## src/rtl/rsa_encryptor.sv

```systemverilog
// rsa_encryptor: sequential modular exponentiation c = m^e mod n.
//
// Left-to-right square-and-multiply over WIDTH exponent bits (MSB first).
// Each modular multiply is interleaved shift-add, one multiplier bit per
// cycle. So every multiply takes exactly WIDTH cycles.
//
// Ports:
//   clk    - clock, rising edge
//   rst    - synchronous active-high reset
//   start  - begin one encryption (honoured only in IDLE)
//   msg    - plaintext m        exp - public exponent e    mod - modulus n
//   busy   - high during square/multiply cycles
//   done   - one-cycle completion pulse (FIN state)
//   err    - operands rejected (mod < 2 or msg >= mod), valid with done
//   cipher - result; holds after done until the next accepted start
//
// Build option: define RSA_ENC_CONST_TIME_EN to run the multiply phase for
// every exponent bit. The product is discarded for 0 bits. Latency is then
// 2*WIDTH*WIDTH cycles, independent of the exponent.
//
// Handshake: start is a request sampled only while busy=0 and done=0
// (IDLE). On that edge the operands are captured. The result is signalled
// by a single-cycle done, with err/cipher valid alongside it.
module rsa_encryptor #(
  parameter int WIDTH = 16
) (
  input  logic             clk,
  input  logic             rst,
  input  logic             start,
  input  logic [WIDTH-1:0] msg,
  input  logic [WIDTH-1:0] exp,
  input  logic [WIDTH-1:0] mod,
  output logic             busy,
  output logic             done,
  output logic             err,
  output logic [WIDTH-1:0] cipher
);

  localparam int CW = (WIDTH > 1) ? $clog2(WIDTH) : 1;

  localparam logic [1:0] IDLE = 2'd0;
  localparam logic [1:0] SQR  = 2'd1;
  localparam logic [1:0] MUL  = 2'd2;
  localparam logic [1:0] FIN  = 2'd3;

  logic [1:0]       state_q,  state_d;
  logic [WIDTH-1:0] m_q,      m_d;
  logic [WIDTH-1:0] e_q,      e_d;
  logic [WIDTH-1:0] n_q,      n_d;
  logic [WIDTH-1:0] r_q,      r_d;       // exponentiation accumulator R
  logic [WIDTH-1:0] p_q,      p_d;       // partial product of current multiply
  logic [CW-1:0]    cnt_q,    cnt_d;     // multiplier bit index, counts down
  logic [CW-1:0]    bit_q,    bit_d;     // exponent bit index, counts down
  logic [WIDTH-1:0] cipher_q, cipher_d;
  logic             err_q,    err_d;

  // Datapath: one shift-add step of P = A*B mod n, with A = R.
  // The multiplier B is R while squaring and m while multiplying.
  logic [WIDTH-1:0] b_sel;
  logic [WIDTH:0]   dbl, red1, sum, red2;
  logic [WIDTH-1:0] p_step;
  logic             last_cycle;
  logic             e_bit;
  logic             go_mul;
  logic [WIDTH-1:0] mul_res;

  always_comb begin
    b_sel = (state_q == MUL) ? m_q : r_q;
    // P < n, so 2P < 2n. A single conditional subtract restores P < n. The
    // extra bit holds the carry out of the doubling.
    dbl  = {p_q, 1'b0};
    red1 = (dbl >= {1'b0, n_q}) ? (dbl - {1'b0, n_q}) : dbl;
    sum  = red1 + {1'b0, r_q};
    red2 = (sum >= {1'b0, n_q}) ? (sum - {1'b0, n_q}) : sum;
    p_step     = b_sel[cnt_q] ? red2[WIDTH-1:0] : red1[WIDTH-1:0];
    last_cycle = (cnt_q == '0);
    e_bit      = e_q[bit_q];
`ifdef RSA_ENC_CONST_TIME_EN
    go_mul     = 1'b1;
`else
    go_mul     = e_bit;
`endif
    // For a 0 exponent bit, MUL only runs in the constant-time build, and
    // its product is dropped.
    mul_res    = e_bit ? p_step : r_q;
  end

  always_comb begin
    state_d  = state_q;
    m_d      = m_q;
    e_d      = e_q;
    n_d      = n_q;
    r_d      = r_q;
    p_d      = p_q;
    cnt_d    = cnt_q;
    bit_d    = bit_q;
    cipher_d = cipher_q;
    err_d    = err_q;

    case (state_q)
      IDLE: begin
        if (start) begin
          m_d      = msg;
          e_d      = exp;
          n_d      = mod;
          r_d      = WIDTH'(1);
          p_d      = '0;
          cnt_d    = CW'(WIDTH - 1);
          bit_d    = CW'(WIDTH - 1);
          cipher_d = '0;
          if ((mod < WIDTH'(2)) || (msg >= mod)) begin
            err_d   = 1'b1;
            state_d = FIN;
          end else begin
            err_d   = 1'b0;
            state_d = SQR;
          end
        end
      end

      SQR: begin
        if (last_cycle) begin
          r_d   = p_step;
          p_d   = '0;
          cnt_d = CW'(WIDTH - 1);
          if (go_mul) begin
            state_d = MUL;
          end else if (bit_q == '0) begin
            cipher_d = p_step;
            state_d  = FIN;
          end else begin
            bit_d = bit_q - 1'b1;
          end
        end else begin
          p_d   = p_step;
          cnt_d = cnt_q - 1'b1;
        end
      end

      MUL: begin
        if (last_cycle) begin
          r_d   = mul_res;
          p_d   = '0;
          cnt_d = CW'(WIDTH - 1);
          if (bit_q == '0) begin
            cipher_d = mul_res;
            state_d  = FIN;
          end else begin
            bit_d   = bit_q - 1'b1;
            state_d = SQR;
          end
        end else begin
          p_d   = p_step;
          cnt_d = cnt_q - 1'b1;
        end
      end

      default: begin  // FIN: always return to IDLE; start is ignored here
        state_d = IDLE;
      end
    endcase
  end

  always_ff @(posedge clk) begin
    if (rst) begin
      state_q  <= IDLE;
      m_q      <= '0;
      e_q      <= '0;
      n_q      <= '0;
      r_q      <= '0;
      p_q      <= '0;
      cnt_q    <= '0;
      bit_q    <= '0;
      cipher_q <= '0;
      err_q    <= 1'b0;
    end else begin
      state_q  <= state_d;
      m_q      <= m_d;
      e_q      <= e_d;
      n_q      <= n_d;
      r_q      <= r_d;
      p_q      <= p_d;
      cnt_q    <= cnt_d;
      bit_q    <= bit_d;
      cipher_q <= cipher_d;
      err_q    <= err_d;
    end
  end

  assign busy   = (state_q == SQR) || (state_q == MUL);
  assign done   = (state_q == FIN);
  assign err    = err_q;
  assign cipher = cipher_q;

endmodule
```

## config.mk

```make
export PLATFORM = sky130hd
export DESIGN_NAME = rsa_encryptor
export DESIGN_NICKNAME = d
export VERILOG_FILES = /design/src/rtl/rsa_encryptor.sv
export SDC_FILE = /design/constraint.sdc
export NUM_CORES = 1
export LEC_CHECK = 0
export ABC_AREA = 1
export CAP_MARGIN = 20
export CORE_ASPECT_RATIO = 1.75
export CORE_MARGIN = 3
export CORE_UTILIZATION = 60
export DETAILED_ROUTE_END_ITERATION = 8
export GPL_ROUTABILITY_DRIVEN = 1
export MAX_ROUTING_LAYER = met4
export PLACE_DENSITY = 0.82
export SETUP_SLACK_MARGIN = 0.05
export SLEW_MARGIN = 20
export SYNTH_ARGS = -nofsm -noshare
export SYNTH_HDL_FRONTEND = slang
export SYNTH_SLANG_ARGS = --single-unit
```

## constraint.sdc

```tcl
create_clock -name clk -period 10.11 [get_ports clk]
set_input_delay 2.5275 -clock clk [delete_from_list [all_inputs] [get_ports clk]]
set_output_delay 2.5275 -clock clk [all_outputs]
set_load 0.02 [all_outputs]
```

==> metrics.txt <==
# TYPE chip_impl_metric gauge
chip_impl_info{name="run_status",value="completed"} 1
chip_impl_metric{name="wire_length_reported_by_the_detailed_router",unit="um"} 26890
chip_impl_metric{name="worstMarginPinSlew",unit="ns"} 1.001
chip_impl_metric{name="syn-num-nets",unit=""} 1409
chip_impl_metric{name="timing.final.setup_violations",unit=""} 0
chip_impl_metric{name="syn_avg_cell_area",unit="sq um"} 6.492
chip_impl_metric{name="die-height",unit="um"} 161.9
chip_impl_metric{name="die_area",unit="sq mm"} 0.01539
chip_impl_metric{name="ys_async_sr_fraction",unit="%"} 0
chip_impl_metric{name="hold_buffers",unit=""} 0
chip_impl_metric{name="port_buffers",unit=""} 69
chip_impl_metric{name="grt_max_degree",unit=""} 66
chip_impl_metric{name="worst_r2r_path_depth",unit=""} 31
chip_impl_info{name="crit_path_top_delay_cell",value="a21boi_0"} 1
chip_impl_metric{name="detailroute.via_count",unit=""} 8828
chip_impl_info{name="path_delay_family",value="simple AND/OR/NAND/NOR gates"} 1
chip_impl_metric{name="first_global_vias",unit=""} 8594
chip_impl_metric{name="grt.overflow.total",unit=""} 0
chip_impl_metric{name="first_iter_violations",unit=""} 609
chip_impl_metric{name="ys_ff_latch",unit=""} 107
chip_impl_metric{name="antenna_left",unit=""} 0
chip_impl_info{name="clock_tree_from_tritoncts",value="built"} 1
chip_impl_metric{name="finalNetCount",unit=""} 1441
chip_impl_metric{name="drive_above_1_share",unit="%"} 4.621
chip_impl_metric{name="final_hold_violating_endpoints",unit=""} 0
chip_impl_info{name="worst_setup_path_end_kind",value="flip-flop"} 1
chip_impl_info{name="r2r-end",value="p_q[11]$_SDFFE_PP0P_"} 1
chip_impl_metric{name="grt_antenna_before_repair",unit=""} 0
chip_impl_info{name="grt_setup_unrepaired",value="no"} 1
chip_impl_metric{name="synthesis_warning_total",unit=""} 0
chip_impl_info{name="cell_occurring_most_often_along_the_worst_timing_path",value="nand2_1"} 1
chip_impl_metric{name="antennaDiodeCount",unit=""} 0
chip_impl_metric{name="worstPathArrival",unit="ns"} 6.42
chip_impl_metric{name="synth_sequential_area_ratio",unit="%"} 25.72
chip_impl_metric{name="cp_num_cells",unit=""} 31
chip_impl_info{name="clockRootBuffer",value="clkbuf_16"} 1
chip_impl_metric{name="min_period",unit="ns"} 6.189
chip_impl_metric{name="max_cap_viol_count",unit=""} 0
chip_impl_info{name="critical_path.startpoint",value="n_q[9]$_SDFFE_PP0P_"} 1
chip_impl_metric{name="number_of_library_cell_types_mapped_by_synthesis",unit=""} 49
chip_impl_metric{name="standard_cell_core_area",unit="sq mm"} 0.01352
chip_impl_info{name="timing.setup.critical_path_class",value="flip-flop to flip-flop"} 1
chip_impl_metric{name="drc",unit=""} 0
chip_impl_metric{name="dr.pass1.iters",unit=""} 5
chip_impl_metric{name="path_clk_slew",unit="ns"} 0.08
chip_impl_metric{name="cts_max_level",unit=""} 3
chip_impl_metric{name="placement_rows",unit=""} 56
chip_impl_info{name="hold_path_class",value="flip-flop to flip-flop"} 1
chip_impl_info{name="most_common_library_cell_in_the_layout_ignoring_fill_and_taps",value="nand2_1"} 1
chip_impl_metric{name="clkLatencyLatePin",unit="ns"} 0.36
chip_impl_metric{name="slew-limit-headroom",unit="%"} 33.20
chip_impl_info{name="yosys_most_used_dff",value="dfxtp_1"} 1
chip_impl_metric{name="clock_sink_count",unit=""} 107
chip_impl_metric{name="tritoncts.num_buffers",unit=""} 9
chip_impl_metric{name="syn_area",unit="sq mm"} 0.008329
chip_impl_metric{name="drv_slew",unit=""} 0
chip_impl_metric{name="detail_route.wl_per_cell",unit="um"} 18.00
chip_impl_metric{name="setup_total_negative_slack",unit="ns"} 0
chip_impl_metric{name="cts.path.max_buffers",unit=""} 2
chip_impl_metric{name="synthCells",unit=""} 1283
chip_impl_info{name="most-common-layout-cells",value="261 x nand2_1, 141 x o21ai_0, 138 x a21oi_1"} 1
chip_impl_metric{name="max_fclk",unit="MHz"} 161.6
chip_impl_info{name="crit_path_start_kind",value="flip-flop"} 1
chip_impl_info{name="worst_setup_path_endpoint",value="p_q[11]$_SDFFE_PP0P_"} 1
chip_impl_metric{name="regToRegSetupSlack",unit="ns"} 3.92
chip_impl_metric{name="start_util",unit="%"} 61.59
chip_impl_metric{name="vias_per_cell",unit=""} 5.909
chip_impl_metric{name="cts-resized-gates",unit=""} 0
chip_impl_metric{name="postCtsSetupRepairBufs",unit=""} 0
chip_impl_metric{name="area_delta_synth_final",unit="%"} 11.76
chip_impl_metric{name="cp_slowest_stage_delay",unit="ns"} 0.53
chip_impl_metric{name="critical_path.max_fanout",unit=""} 22
chip_impl_metric{name="design.portCount",unit=""} 70
chip_impl_metric{name="number_of_synthesized_flops_with_an_enable_pin",unit=""} 0
chip_impl_metric{name="die_x",unit="um"} 95.07
chip_impl_info{name="timing.rr.start",value="n_q[9]$_SDFFE_PP0P_"} 1
chip_impl_metric{name="gpl.final_weighted_congestion",unit=""} 1.096
chip_impl_metric{name="timing.critical_path.required",unit="ns"} 10.34
chip_impl_metric{name="min_period_over_period",unit="%"} 61.21
chip_impl_metric{name="timing.clock.skew",unit="ns"} 0.01396
chip_impl_metric{name="grt_use_total",unit="%"} 37.20
chip_impl_metric{name="worstPathBufferInverterCount",unit=""} 4
chip_impl_metric{name="place.detailed.hpwl",unit="um"} 20940
chip_impl_metric{name="grt_first_pass_wirelength",unit="um"} 42860
==> kinds of logic after synthesis <==
kind of cell / Yosys count / synth area share [%]
buf+inv: 191 / 9.298
flops: 107 / 25.72
simple gates: 541 / 28.17
fa+ha+maj: 75 / 11.54
xor+xnor: 34 / 3.575
compound gates: 334 / 21.59
mux: 1 / 0.1202
==> Yosys cell counts (2+ instances only) <==
library cell  count  share of area, %
nand2_4           2              0.27
nor4_1            3              0.23
ha_1             72                11
clkbuf_1         36               1.6
a21oi_2           2              0.21
xor2_1           24               2.5
buf_4             4              0.36
a211oi_1          3              0.27
o221ai_1          4              0.42
a31oi_1           4              0.30
xnor2_1          10               1.1
or2_2             5              0.38
nand3_2           4              0.48
nor3_1            9              0.54
a21oi_1         138               8.3
buf_6             4              0.54
buf_2             9              0.54
fa_1              3              0.72
o21bai_1          2              0.18
nor2_1          133               6.0
a31o_2            2              0.21
o21a_1            3              0.27
inv_2             6              0.27
nand2_2           9              0.68
nand3_1          82               4.9
a21boi_0          5              0.45
nand3b_1          2              0.18
nand2_1         261                12
o211ai_1          6              0.54
o22ai_1           8              0.60
inv_1           130               5.9
nor2_2            3              0.23
nand4_1          23               1.7
o21ai_1           7              0.42
o21ai_0         141               8.5
dfxtp_1         107                26
a21o_1            5              0.45
==> per-layer routing <==
metal	wire [um]	track usage (%)	part of all wire, %	vias up
met1	9058	36.06	34	3970
li1	-	-	-	4353
met2	13810	63.76	51	342
met5	0	-	0	-
met3	1469	6.302	5.5	163
met4	2555	28.84	9.5	0
==> flip-flops by register name (all words and copies together) (netlist names), 2 cells and up <==
signal	count
r_q	16
m_q	16
bit_q	4
p_q	16
e_q	16
n_q	16
state_q	2
cnt_q	4
cipher	16
==> worst min-delay path by stage <==
stage	startpoint	to	slack, ns	depth (start not counted)
after floorplan	e_q[14]$_SDFFE_PP0P_	e_q[14]$_SDFFE_PP0P_	0.45	2
after global placement	e_q[10]$_SDFFE_PP0P_	e_q[10]$_SDFFE_PP0P_	0.46	2
after detailed placement	cipher[0]$_SDFFE_PP0P_	cipher[0]$_SDFFE_PP0P_	0.46	2
after CTS	cipher[0]$_SDFFE_PP0P_	cipher[0]$_SDFFE_PP0P_	0.47	2
after global routing	cipher[0]$_SDFFE_PP0P_	cipher[0]$_SDFFE_PP0P_	0.49	2
final	cipher[0]$_SDFFE_PP0P_	cipher[0]$_SDFFE_PP0P_	0.47	2
==> through the flow <==
stage               cells  worst slack [ns]  hold slack, ns  cell area, sq um  util (%)
CTS                  1494             4.075          0.4711              9309     68.84
detailed placement   1478             4.096          0.4603              9025     66.74
global route         1494             3.386          0.4928              9309     68.84
finish               1494             3.921          0.4672              9309     68.84
global placement     1478             4.153          0.4587              9025     66.74
floorplan            1283             5.458          0.4495              8329         -
==> worst register-to-register path: cells and delay by family (launching register included) <==
kind / cells / cell delay (ns)
simple gates: 16 / 2.06
compound gates: 7 / 1.71
fa+ha+maj: 3 / 1.19
buf+inv: 4 / 0.46
xor+xnor: 1 / 0.33
flops: 1 / 0.32
==> layout make-up <==
class                      instances  area, sq um
clock buffer                       9        225.2
clock inverter                     7        58.81
fill                            1240         4214
inverter                         137        514.2
multi-input combinational        985         5415
sequential                       107         2142
tap                              174        217.7
timing repair buffer              75        735.7
Power is left out: the tool's default activity adds up to more than one toggle a clock period on the data nets, which glitch-free logic cannot reach.
